$ cat src/rtl/rv32_pipeline_ctrl.sv
// Pipeline sequencer for the 5-stage RV32 core: derives per-stage stall and
// flush controls and sequences fence drains and post-trap redirect bubbles.
module rv32_pipeline_ctrl #(
  parameter int FENCE_DRAIN_CYCLES = 3,
  parameter int TRAP_HOLD_CYCLES   = 2
) (
  input  logic       clk,
  input  logic       reset,
  input  logic       dec_valid,
  input  logic [4:0] dec_rs1,
  input  logic       dec_rs1_read,
  input  logic [4:0] dec_rs2,
  input  logic       dec_rs2_read,
  input  logic       dec_mem_fence,
  input  logic       ex_valid,
  input  logic [4:0] ex_rd,
  input  logic       ex_rd_write,
  input  logic       ex_mem_read,
  input  logic       ex_branch_mispredict,
  input  logic       mem_trap,
  input  logic       fetch_wait,
  input  logic       data_wait,
  output logic       fetch_stall,
  output logic       decode_stall,
  output logic       execute_stall,
  output logic       mem_stall,
  output logic       fetch_flush,
  output logic       decode_flush,
  output logic       execute_flush,
  output logic       mem_flush,
  output logic       writeback_flush
);

  typedef enum logic [1:0] {
    IDLE      = 2'd0,
    FENCE     = 2'd1,
    TRAP_HOLD = 2'd2
  } state_t;

  localparam logic [3:0] FENCE_LOAD = 4'(FENCE_DRAIN_CYCLES - 1);
  localparam logic [3:0] TRAP_LOAD  = 4'(TRAP_HOLD_CYCLES - 1);

  state_t     state, state_next;
  logic [3:0] cnt, cnt_next;
  logic       load_use, fence_entry, fence_hold;

  assign load_use = dec_valid & ex_valid & ex_mem_read & ex_rd_write & (ex_rd != 5'd0) &
                    ((dec_rs1_read & (dec_rs1 == ex_rd)) | (dec_rs2_read & (dec_rs2 == ex_rd)));
  assign fence_entry = (state == IDLE) & dec_valid & dec_mem_fence;
  assign fence_hold  = fence_entry | ((state == FENCE) & (cnt != 4'd0));

  // NOTE: sequential state uses non-blocking assignments so every register
  // samples the pre-edge values regardless of block ordering.
  always_ff @(posedge clk) begin
    if (reset) begin
      state <= IDLE;
      cnt   <= 4'd0;
    end else begin
      state <= state_next;
      cnt   <= cnt_next;
    end
  end

  // NOTE: every output and next-state value gets a default first so no path
  // through the priority chain can infer a latch.
  always_comb begin
    fetch_stall     = 1'b0;
    decode_stall    = 1'b0;
    execute_stall   = 1'b0;
    mem_stall       = 1'b0;
    fetch_flush     = 1'b0;
    decode_flush    = 1'b0;
    execute_flush   = 1'b0;
    mem_flush       = 1'b0;
    writeback_flush = 1'b0;
    state_next      = state;
    cnt_next        = cnt;

    if (reset) begin
      fetch_flush     = 1'b1;
      decode_flush    = 1'b1;
      execute_flush   = 1'b1;
      mem_flush       = 1'b1;
      writeback_flush = 1'b1;
    end else if (data_wait) begin
      // Whole pipe frozen; a coincident trap is taken once the bus responds.
      fetch_stall     = 1'b1;
      decode_stall    = 1'b1;
      execute_stall   = 1'b1;
      mem_stall       = 1'b1;
      writeback_flush = 1'b1;
    end else if (mem_trap) begin
      fetch_flush   = 1'b1;
      decode_flush  = 1'b1;
      execute_flush = 1'b1;
      mem_flush     = 1'b1;
      state_next    = TRAP_HOLD;
      cnt_next      = TRAP_LOAD;
    end else if (state == TRAP_HOLD) begin
      fetch_flush  = 1'b1;
      decode_flush = 1'b1;
      if (cnt == 4'd0) state_next = IDLE;
      else             cnt_next   = cnt - 4'd1;
    end else if (ex_branch_mispredict) begin
      // Any fence in decode is squashed by the redirect, so drop the drain.
      fetch_flush  = 1'b1;
      decode_flush = 1'b1;
      state_next   = IDLE;
    end else if (fence_hold || load_use) begin
      fetch_stall   = 1'b1;
      decode_stall  = 1'b1;
      execute_flush = 1'b1;
      if (fence_entry) begin
        state_next = FENCE;
        cnt_next   = FENCE_LOAD;
      end else if ((state == FENCE) && (cnt != 4'd0)) begin
        cnt_next = cnt - 4'd1;
      end
    end else if (state == FENCE) begin
      // Release cycle: the fence moves on to execute at the next edge.
      state_next  = IDLE;
      fetch_flush = fetch_wait;
    end else if (fetch_wait) begin
      fetch_flush = 1'b1;
    end
  end

endmodule

$ cat config.mk
export PLATFORM = sky130hd
export DESIGN_NAME = rv32_pipeline_ctrl
export DESIGN_NICKNAME = d
export VERILOG_FILES = /design/src/rtl/rv32_pipeline_ctrl.sv
export SDC_FILE = /design/constraint.sdc
export NUM_CORES = 1
export LEC_CHECK = 0
export ABC_CLOCK_PERIOD_IN_PS = 1550
export BUFFER_PORTS_ARGS = -buffer_cell sky130_fd_sc_hd__buf_2
export CAP_MARGIN = 20
export CORE_AREA = 3 3 47 49
export DETAILED_ROUTE_END_ITERATION = 7
export DIE_AREA = 0 0 50 52
export PLACE_DENSITY = 0.71
export SLEW_MARGIN = 20
export SYNTH_ARGS = -nofsm -noshare
export SYNTH_HDL_FRONTEND = slang
export SYNTH_SLANG_ARGS = --single-unit
$ cat constraint.sdc
create_clock -name clk -period 1.55 [get_ports clk]
set_input_delay 0.0775 -clock clk [delete_from_list [all_inputs] [get_ports clk]]
set_output_delay 0.0775 -clock clk [all_outputs]
set_load 0.01 [all_outputs]
-- After elaboration in Yosys (flattened, before gate mapping)
Cells that the tools add are included.
- register bits after elaboration: 6
- bits in latches: 0
- bits in writable memories: 0
- memory bits (read-only): 0
- bits of input ports: 28
- output and inout port bits: 9
- logic and storage cells: 77
- memories: 0
- $add $sub $neg: 1
- multiply operators: 0
- divide/modulo/power cells: 0
- $lt $le $gt $ge: 0
- eq/ne operators: 8
- shift-type cells: 0
- mux-type cells: 42
- bitwise gates (word level): 13
- reduce and logical (&&, ||, !) cells: 11
- operators by type and width (kind ; number):
    1-bit two-way mux ; 28
    4-bit two-way mux ; 7
    2-bit two-way mux ; 7
    1-bit bitwise AND ; 10
    5-bit equality test ; 2
    5-bit nonzero test ; 2
    4-bit nonzero test ; 2
    5-bit != test, second input constant ; 1
    5-bit AND reduction ; 1
    4-bit logical NOT ; 1
    4-bit AND reduction ; 1
    4-bit by 1-bit subtractor with 4-bit output, second input constant ; 1
    3-bit by 1-bit != test with 1-bit output, second input constant ; 1
    3-bit by 2-bit != test with 1-bit output, second input constant ; 1
    3-bit != test, second input constant ; 1
    3-bit nonzero test ; 1
    2-bit by 1-bit equality test with 1-bit output, second input constant ; 1
    2-bit equality test, second input constant ; 1
    2-bit logical NOT ; 1
    1-bit bitwise OR ; 2
    1-bit logical AND ; 1
    1-bit logical OR ; 1
    1-bit inverter ; 1

-- Longest topological paths before layout
Gate-level depths: netlist of the first run.
- depth in word-level cells: 12
- depth in mapped cells: 8
- mapped depth without buffers: 8

-- Worst setup path after synthesis of the first run
Ideal clock, no wire load.
- path kind: register to register
- start point: register state[0]
- end point: register state[1]
- library setup time: 88 ps
- data arrival time: 1587 ps
- required time: 1462 ps
- path slack: -125 ps
- stages on the path, launching flop included: 6
- path buffers: 0
- clock period less this slack: 1675 ps
- cell sequence: dfxtp_1 inv_1 ha_1 or4_4 or2_1 a311oi_2
- longest elaborated chain between the ends: 9
- elaborated cells on any way between the ends: 16
- classes of those cells: eq/ne: 4; mux: 4; bitwise: 4; reduce/logical: 4
- RTL lines (what ; RTL line ; source):
    from (decl) ; 43 ; state_t state, state_next;
    from (signal assigned) ; 59 ; state <= state_next;
    2-bit logical NOT ; 49 ; assign fence_entry = (state == IDLE) & dec_valid & dec_mem_fence;
    1-bit bitwise AND (2 in series) ; 49 ;
    1-bit bitwise OR ; 50 ; assign fence_hold = fence_entry | ((state == FENCE) & (cnt != 4'd0));
    1-bit logical OR ; 109 ; end else if (fence_hold || load_use) begin
    2-bit two-way mux ; 109 ;
    2-bit two-way mux ; 104 ; end else if (ex_branch_mispredict) begin
    2-bit two-way mux ; 99 ; end else if (state == TRAP_HOLD) begin
    2-bit two-way mux ; 92 ; end else if (mem_trap) begin
Several ways; a longest one is shown, not always the timed one.
A chain may end at the register's enable or synchronous reset.

-- Worst setup path after layout of the first run
- start point: register cnt[0]
- end point: output fetch_stall
- longest elaborated chain between the ends: 10
- RTL lines (what ; RTL line ; source):
    from (decl) ; 44 ; logic [3:0] cnt, cnt_next;
    from (signal assigned) ; 60 ; cnt <= cnt_next;
    4-bit nonzero test ; 50 ;
    1-bit bitwise AND ; 50 ;
    1-bit bitwise OR ; 50 ;
    1-bit logical OR ; 109 ;
    1-bit two-way mux ; 109 ;
    1-bit two-way mux ; 104 ;
    1-bit two-way mux ; 99 ;
    1-bit two-way mux ; 92 ;
    1-bit two-way mux ; 85 ; end else if (data_wait) begin
    1-bit two-way mux ; 79 ; if (reset) begin
    to (decl) ; 23 ; output logic fetch_stall,
No other way between the ends.

==> qor.txt, run 1 <==
====================================================================================================
Number of buffers inserted by port buffering                                                      36
Initial antenna violation count                                                                    0
Residual DRC                                                                                       0
Worst Path Class, Setup                                                                      reg2out
Outcome                                                                                 finished, violations left
Starting utilization of the core area                                                          37.6%
Number of enable flip-flop cells after synthesis                                                   0
Data required, critical path                                                                 1.47 ns
Average cell area after synthesis                                                          7.85 um^2
Synth warn                                                                                         0
Worst vdd rail ir drop                                                                    0.000294 V
Diodes inserted                                                                                    0
Routed wire per std cell                                                                     12.7 um
Depth of the worst register-to-register path                                                       9
Dominant cells by area after synthesis                                                  sky130_fd_sc_hd__dfxtp_1, sky130_fd_sc_hd__xnor2_1, sky130_fd_sc_hd__ha_1, sky130_fd_sc_hd__nand2_1, sky130_fd_sc_hd__a21oi_2
Total of max-cap violations                                                                        0
Via count of the first global-routing pass                                                       905
H-tree level count                                                                                 1
Clk sinks                                                                                          6
Fillers                                                                                          155
Transition time at the pin with the least slew margin                                       0.455 ns
Internal power summed over all cells                                                        0.399 mW
Area share of the largest cell type after synthesis                                            16.8%
Placed cell count                                                                                161
Post-Synthesis Net Count                                                                         124
Placement row count                                                                               16
Routability-driven placement congestion ratio                                                  0.877
Die X                                                                                          50 um
Largest net degree at the start of global routing                                                 12
Layout net count                                                                                 180
Detailed Routing Iterations Pass 1                                                                 4
Final worst-path setup slack                                                               -0.272 ns
Count of cells along the worst hold path                                                           2
Met1 routed wirelength after detailed routing                                                 841 um
Share of the core filled with cells in the final layout                                        65.5%
Switching power total                                                                       0.209 mW
Number of vias in the routed layout                                                              876
Clock tree from TritonCTS                                                                        yes
Die boundary height                                                                            52 um
Unrepaired setup endpoints after global routing                                                 true
Die Area                                                                                   2600 um^2
Critical Path Sink Type                                                                 primary output
Static power due to leakage                                                                 0.521 nW
Half-perimeter wire length after placement                                                   1590 um
Power Density                                                                            488 nW/um^2
Fraction of power consumed by sequential logic                                                 27.4%
Detailed route wirelength on metal3                                                           142 um
Period minus WS final                                                                        1.82 ns
Syn Inst Count                                                                                    91
Detailed router's first-iteration violation count                                                  9
Top layer used by detailed routing                                                              met4
Number of distinct library cells after synthesis                                                  39
Crit path arrival time                                                                       1.74 ns
Layout-stage area growth over the synthesis result                                             74.3%
Ratio of cells with drive above 1 in the final layout                                          65.5%
Proportion of power drawn by combinational gates                                               47.7%
Most used DFF post-synth                                                                sky130_fd_sc_hd__dfxtp_1
Number of top-level design ports                                                                  37
Fraction of power consumed by the clock network                                                24.9%
Vias per inst                                                                                   5.09
Final standard cell count with taps included and fillers excluded                                172
Switching fraction of total power                                                              34.4%
Core Box Area                                                                              1900 um^2
Routed wl met2                                                                               1150 um
Final period utilization                                                                        118%
Achievable frequency                                                                       0.549 GHz
Cell type contributing the most total cell area after synthesis                         sky130_fd_sc_hd__dfxtp_1
Maximum buffer depth of the clock tree                                                             2
First-pass GRT wire length                                                                   3710 um
Total standard cell area after synthesis                                                    714 um^2
Root cell of the clock tree                                                             sky130_fd_sc_hd__clkbuf_4
Failing checks                                                                          setup timing
Overall fraction of global-route tracks in use                                                 18.3%
Final Hold Vio Count                                                                               0
Final worst clock skew                                                                    0.00636 ns
Slew headroom                                                                                  69.4%
Hold slack                                                                                  0.152 ns
Nature of the critical path startpoint                                                      register
Clock-pin slew reported for the worst setup and hold paths after clock tree synthesis        0.05 ns
Drt total wl                                                                                 2180 um
Maximum fanout encountered on the critical timing path                                             3
Insertion delay to the later sink of the worst-skew pair                                     0.25 ns
Final setup violating endpoints                                                                   11
Count of state elements after synthesis                                                            6
Worst min-delay path class                                                                    in2reg
GRT Residual Overflow                                                                              0
Sequential area share after synthesis                                                          16.8%
Detail Route Antenna Nets                                                                          0
Clock buffer count from CTS                                                                        3
Share of synthesized registers carrying an async set or reset                                     0%
Max-slew violation total from the final report                                                     0
====================================================================================================
[sequential cells by signal, summed over array words and instances, names as in the netlist]
register,flops
state,2
cnt,4
[per-layer routing]
layer	GRT usage [%]	vias up
met5	0	-
met4	8.29	0
met3	1.72	6
met2	34.8	40
met1	20.2	396
li1	-	434
[cell usage after synthesis (2+ instances only)]
library cell / n
sky130_fd_sc_hd__xnor2_1: 10
sky130_fd_sc_hd__nand2_1: 8
sky130_fd_sc_hd__dfxtp_1: 6
sky130_fd_sc_hd__inv_1: 6
sky130_fd_sc_hd__nor2_1: 6
sky130_fd_sc_hd__ha_1: 5
sky130_fd_sc_hd__a21oi_1: 4
sky130_fd_sc_hd__nand2b_1: 4
sky130_fd_sc_hd__nor3_1: 4
sky130_fd_sc_hd__a21oi_2: 3
sky130_fd_sc_hd__nand4_1: 3
sky130_fd_sc_hd__buf_4: 2
sky130_fd_sc_hd__nor2b_1: 2
sky130_fd_sc_hd__o21ai_1: 2
sky130_fd_sc_hd__o21bai_1: 2
[final timing paths]
kind / slack [ns] / end / startpoint
setup reg to reg: -0.20 / cnt[1] / cnt[0]
setup / recovery: -0.27 / fetch_stall / cnt[0]
hold / removal: 0.15 / state[1] / reset
hold reg to reg: 0.53 / cnt[3] / cnt[3]
[critical path, stage by stage, from the launching register on]
cell and delay [ns]:
sky130_fd_sc_hd__dfxtp_2 0.32, sky130_fd_sc_hd__inv_2 0.05, sky130_fd_sc_hd__ha_1 0.13, sky130_fd_sc_hd__or3b_4 0.40
sky130_fd_sc_hd__nand2_4 0.09, sky130_fd_sc_hd__nand2_4 0.05, sky130_fd_sc_hd__a21oi_4 0.14, sky130_fd_sc_hd__buf_6 0.12
sky130_fd_sc_hd__o21bai_2 0.06, sky130_fd_sc_hd__buf_2 0.14
[stage by stage]
step	power, mW	instance area (um^2)	TNS, ns	worst slack [ns]
after floorplan	0.305	746	-0.0685	-0.0479
after global placement	0.394	1020	-0.474	-0.109
after detailed placement	0.400	1020	-0.780	-0.151
after CTS	0.593	1200	-2.39	-0.286
after global routing	0.646	1240	-3.00	-0.369
final	0.607	1240	-1.99	-0.272
[power groups by stage]
stage | registers [mW] | clock network, mW | logic (mW)
floorplan | 0.168 | 0 | 0.137
global placement | 0.168 | 0 | 0.226
detailed placement | 0.169 | 0 | 0.231
CTS | 0.166 | 0.158 | 0.270
global route | 0.167 | 0.164 | 0.315
finish | 0.166 | 0.151 | 0.290
[layout make-up]
class                           count  area, um^2  area share (%)
Clock buffer                        3        22.5            1.81
Inverter                            6        22.5            1.81
Multi-Input combinational cell     75         703            56.5
Sequential cell                     6         125            10.1
Tap cell                           27        33.8            2.71
Timing Repair Buffer               55         338            27.1
[placed cells by master (no fill, tap or decap), types with 2 or more instances in the layout]
cell type and n:
sky130_fd_sc_hd__a211oi_2 2, sky130_fd_sc_hd__a21oi_1 2, sky130_fd_sc_hd__a21oi_2 3, sky130_fd_sc_hd__a21oi_4 2, sky130_fd_sc_hd__buf_2 36, sky130_fd_sc_hd__buf_4 15
sky130_fd_sc_hd__buf_6 4, sky130_fd_sc_hd__clkbuf_4 3, sky130_fd_sc_hd__dfxtp_1 2, sky130_fd_sc_hd__dfxtp_2 4, sky130_fd_sc_hd__ha_1 3, sky130_fd_sc_hd__inv_1 3
sky130_fd_sc_hd__inv_2 3, sky130_fd_sc_hd__nand2_1 5, sky130_fd_sc_hd__nand2_4 3, sky130_fd_sc_hd__nand2b_1 3, sky130_fd_sc_hd__nand4_1 3, sky130_fd_sc_hd__nor2_1 6
sky130_fd_sc_hd__nor2b_1 2, sky130_fd_sc_hd__nor3_1 4, sky130_fd_sc_hd__o21ai_2 2, sky130_fd_sc_hd__o21bai_4 2, sky130_fd_sc_hd__o22ai_2 2, sky130_fd_sc_hd__xnor2_1 10
[cell families (layout without fill, tap and decap cells)]
logic type	count (synthesis)	after routing	synth area share, %
xor gates and xnor gates	10	10	12.3
DFF	6	6	16.8
adders and majority gates	5	5	8.76
and+or+nand+nor	38	38	29.9
AOI/OAI and AO/OA	22	22	25.7
buffers and inverters	10	64	6.48
[timing repair]
item,CTS,global route
resized for setup,20,8
pin swaps,13,9
hold buffers,0,0
endpoints found under the setup margin,11,11
setup buffers,7,2
Power figures use the tool's default switching activity.
==> run 2: changes to the inputs <==
--- a/config.mk
+++ b/config.mk
@@ -8,10 +8,12 @@
 export ABC_CLOCK_PERIOD_IN_PS = 1550
 export BUFFER_PORTS_ARGS = -buffer_cell sky130_fd_sc_hd__buf_2
 export CAP_MARGIN = 20
-export CORE_AREA = 3 3 47 49
+export CELL_PAD_IN_SITES_DETAIL_PLACEMENT = 1
+export CELL_PAD_IN_SITES_GLOBAL_PLACEMENT = 2
+export CORE_AREA = 3 3 63 65
 export DETAILED_ROUTE_END_ITERATION = 7
-export DIE_AREA = 0 0 50 52
-export PLACE_DENSITY = 0.71
+export DIE_AREA = 0 0 66 68
+export PLACE_DENSITY = 0.72
 export SLEW_MARGIN = 20
 export SYNTH_ARGS = -nofsm -noshare
 export SYNTH_HDL_FRONTEND = slang
==> run 2 against run 1 <==
  * The flow still finishes with violations (setup timing)
  * Clock power increased by 6%
  * Sequential power barely moved
  * Global-route usage is 6.1 points lower
  * Combinational power rose by 8.3%
  * Wire length is 25% higher
  * Total power increased by 5.6%
  * Critical path depth is the same
  * Maximum frequency fell by 1.9%
  * Setup slack lost 0.036 ns
==> qor.txt, run 2 (same netlist as run 1, synthesis figures left out) <==
====================================================================================================
Global routing usage on met2                                                                   25.7%   was 34.8%
Ratio of cells with drive above 1 in the final layout                                          68.4%   was 65.5%
Half-perimeter wire length after placement                                                   2060 um   was 1590 um
Most common cell on crit path                                                           sky130_fd_sc_hd__nand2_4   unchanged
R2R setup slack                                                                             -0.24 ns   was -0.20 ns
Beginning of the critical path                                                                cnt[1]   was cnt[0]
GRT Residual Overflow                                                                              0   unchanged
Final setup TNS                                                                             -2.50 ns   was -1.99 ns
Hold path startpoint                                                                           reset   unchanged
Maximum buffer depth of the clock tree                                                             2   unchanged
Flip-flop count of the largest register after layout                                               4   unchanged
Residual DRC                                                                                       0   unchanged
Crit path largest cell delay                                                                 0.40 ns   about the same
Detail Route Antenna Nets                                                                          0   unchanged
CP cell instances                                                                       inv_2, ha_1, or3b_4, nand2_4, nand2_4, a21oi_4, buf_6, o21bai_2, buf_2   unchanged
H-tree level count                                                                                 1   unchanged
Clk sinks                                                                                          6   unchanged
Final Hold Vio Count                                                                               0   unchanged
Worst min-delay path class                                                                    in2reg   unchanged
Most congested layer reported by global routing                                                 met2   unchanged
Core Box Area                                                                              3390 um^2   was 1900 um^2
Crit path arrival time                                                                       1.78 ns   was 1.74 ns
Clock buffer count from CTS                                                                        3   unchanged
Critical Path Sink Type                                                                 primary output   unchanged
Hold bufs inserted after CTS                                                                       0   unchanged
Die Area                                                                                   4490 um^2   was 2600 um^2
Static power due to leakage                                                                 0.540 nW   was 0.521 nW
M3 GR Usage                                                                                    3.94%   was 1.72%
Routability-driven placement congestion ratio                                                  0.762   was 0.877
Diodes inserted                                                                                    0   unchanged
Worst Path Class, Setup                                                                      reg2out   unchanged
Final worst-path setup slack                                                               -0.308 ns   was -0.272 ns
Transition time at the pin with the least slew margin                                       0.381 ns   was 0.455 ns
M1 GR Usage                                                                                    10.8%   was 20.2%
First-pass GRT wire length                                                                   4180 um   was 3710 um
Die boundary height                                                                            68 um   was 52 um
Setup Slack @ Placement                                                                    -0.180 ns   was -0.151 ns
Power Density                                                                            489 nW/um^2   was 488 nW/um^2
Layout net count                                                                                 187   was 180
Number of vias in the routed layout                                                              896   was 876
Achievable frequency                                                                       0.538 GHz   was 0.549 GHz
Clock-pin slew reported for the worst setup and hold paths after clock tree synthesis        0.06 ns   was 0.05 ns
Largest net degree at the start of global routing                                                 12   unchanged
Outcome                                                                                 finished, violations left   unchanged
Insertion delay to the later sink of the worst-skew pair                                     0.26 ns   was 0.25 ns
Fillers                                                                                          421   was 155
Vias per inst                                                                                   4.53   was 5.09
Via count of the first global-routing pass                                                       975   was 905
Routed wire per std cell                                                                     13.8 um   was 12.7 um
Register name with the most flops                                                                cnt   unchanged
Total of max-cap violations                                                                        0   unchanged
Worst path buffer plus inverter count                                                              3   unchanged
Period minus WS final                                                                        1.86 ns   was 1.82 ns
Detailed Routing Iterations Pass 1                                                                 4   unchanged
Failing checks                                                                          setup timing   unchanged
Max-slew violation total from the final report                                                     0   unchanged
Critical path's top delay family                                                        simple AND/OR/NAND/NOR gates   unchanged
Layout-stage area growth over the synthesis result                                             83.7%   was 74.3%
Initial antenna violation count                                                                    0   unchanged
Starting utilization of the core area                                                          21.1%   was 37.6%
Unrepaired setup endpoints after global routing                                                 true   unchanged
Nature of the critical path startpoint                                                      register   unchanged
Most common library cell in the layout ignoring fill and taps                           sky130_fd_sc_hd__buf_2   unchanged
Drt total wl                                                                                 2740 um   was 2180 um
Worst vdd rail ir drop                                                                    0.000159 V   was 0.000294 V
Final setup violating endpoints                                                                   11   unchanged
Root cell of the clock tree                                                             sky130_fd_sc_hd__clkbuf_4   unchanged
Placement row count                                                                               21   was 16
Final period utilization                                                                        120%   was 118%
Number of top-level design ports                                                                  37   unchanged
Commonest cells after routing, fill and taps aside                                      sky130_fd_sc_hd__buf_2, sky130_fd_sc_hd__buf_4, sky130_fd_sc_hd__xnor2_1   unchanged
Number of buffers inserted by port buffering                                                      36   unchanged
Clock tree from TritonCTS                                                                        yes   unchanged
Slew headroom                                                                                  74.4%   was 69.4%
Maximum fanout encountered on the critical timing path                                             3   unchanged
Detailed router's first-iteration violation count                                                 40   was 9
Final worst clock skew                                                                    0.00788 ns   was 0.00636 ns
CP max-delay cell                                                                       sky130_fd_sc_hd__or3b_4   unchanged
Largest registers ranked by flip-flop count                                             cnt x4, state x2   unchanged
Data required, critical path                                                                 1.47 ns   about the same
Origin of the critical flop-to-flop path                                                      cnt[1]   was cnt[0]
Total power                                                                                 0.641 mW   was 0.607 mW
Die X                                                                                          66 um   was 50 um
Overall fraction of global-route tracks in use                                                 12.2%   was 18.3%
====================================================================================================
-- run 2: cell count changes in the layout (fill, tap and decap cells not counted), sizes merged --
cell / previous run / this run
buf: 55 / 62
-- run 2: power breakdown --
group	total [mW]	internal (mW)	switching (mW)
Sequential	0.167	0.162	0.00499
Combinational	0.314	0.163	0.152
Clock	0.160	0.0886	0.0717
Total	0.641	0.413	0.228
-- run 2: worst paths after layout --
| kind | end | cells past startpoint |
|---|---|---|
| setup / recovery | decode_stall | 9 |
| setup reg to reg | cnt[3] | 10 |
| hold reg to reg | cnt[3] | 2 |
| hold / removal | cnt[1] | 2 |
-- run 2: cell type report --
type / instances / area (um^2) / area share, %
clock buffer: 3 / 22.5 / 1.72
inverter: 6 / 22.5 / 1.72
multi-input combinational: 75 / 694 / 52.9
sequential: 6 / 125 / 9.53
tap: 46 / 57.6 / 4.39
timing repair buffer: 62 / 390 / 29.7
-- run 2: routing by layer --
metal | wire [um] | share of wire, %
met5 | 0 | 0
met4 | 60 | 2.2
met3 | 135 | 4.9
met2 | 1620 | 59
met1 | 919 | 34
-- run 2: per-stage QoR --
step | hold slack (ns) | util (%) | area [um^2] | cells
4_1_cts | 0.154 | 36.0 | 1220 | 195
3_3_place_gp | 0.407 | 31.9 | 1080 | 185
5_1_grt | 0.209 | 38.7 | 1310 | 198
6_report | 0.187 | 38.7 | 1310 | 198
3_5_place_dp | 0.406 | 31.9 | 1080 | 185
2_1_floorplan | 0.245 | - | 746 | 91
-- run 2: repair_timing --
item,4_1_cts,5_1_grt
endpoints found under the setup margin,11,11
pin swaps,11,11
setup buffers,7,5
resized for setup,15,14
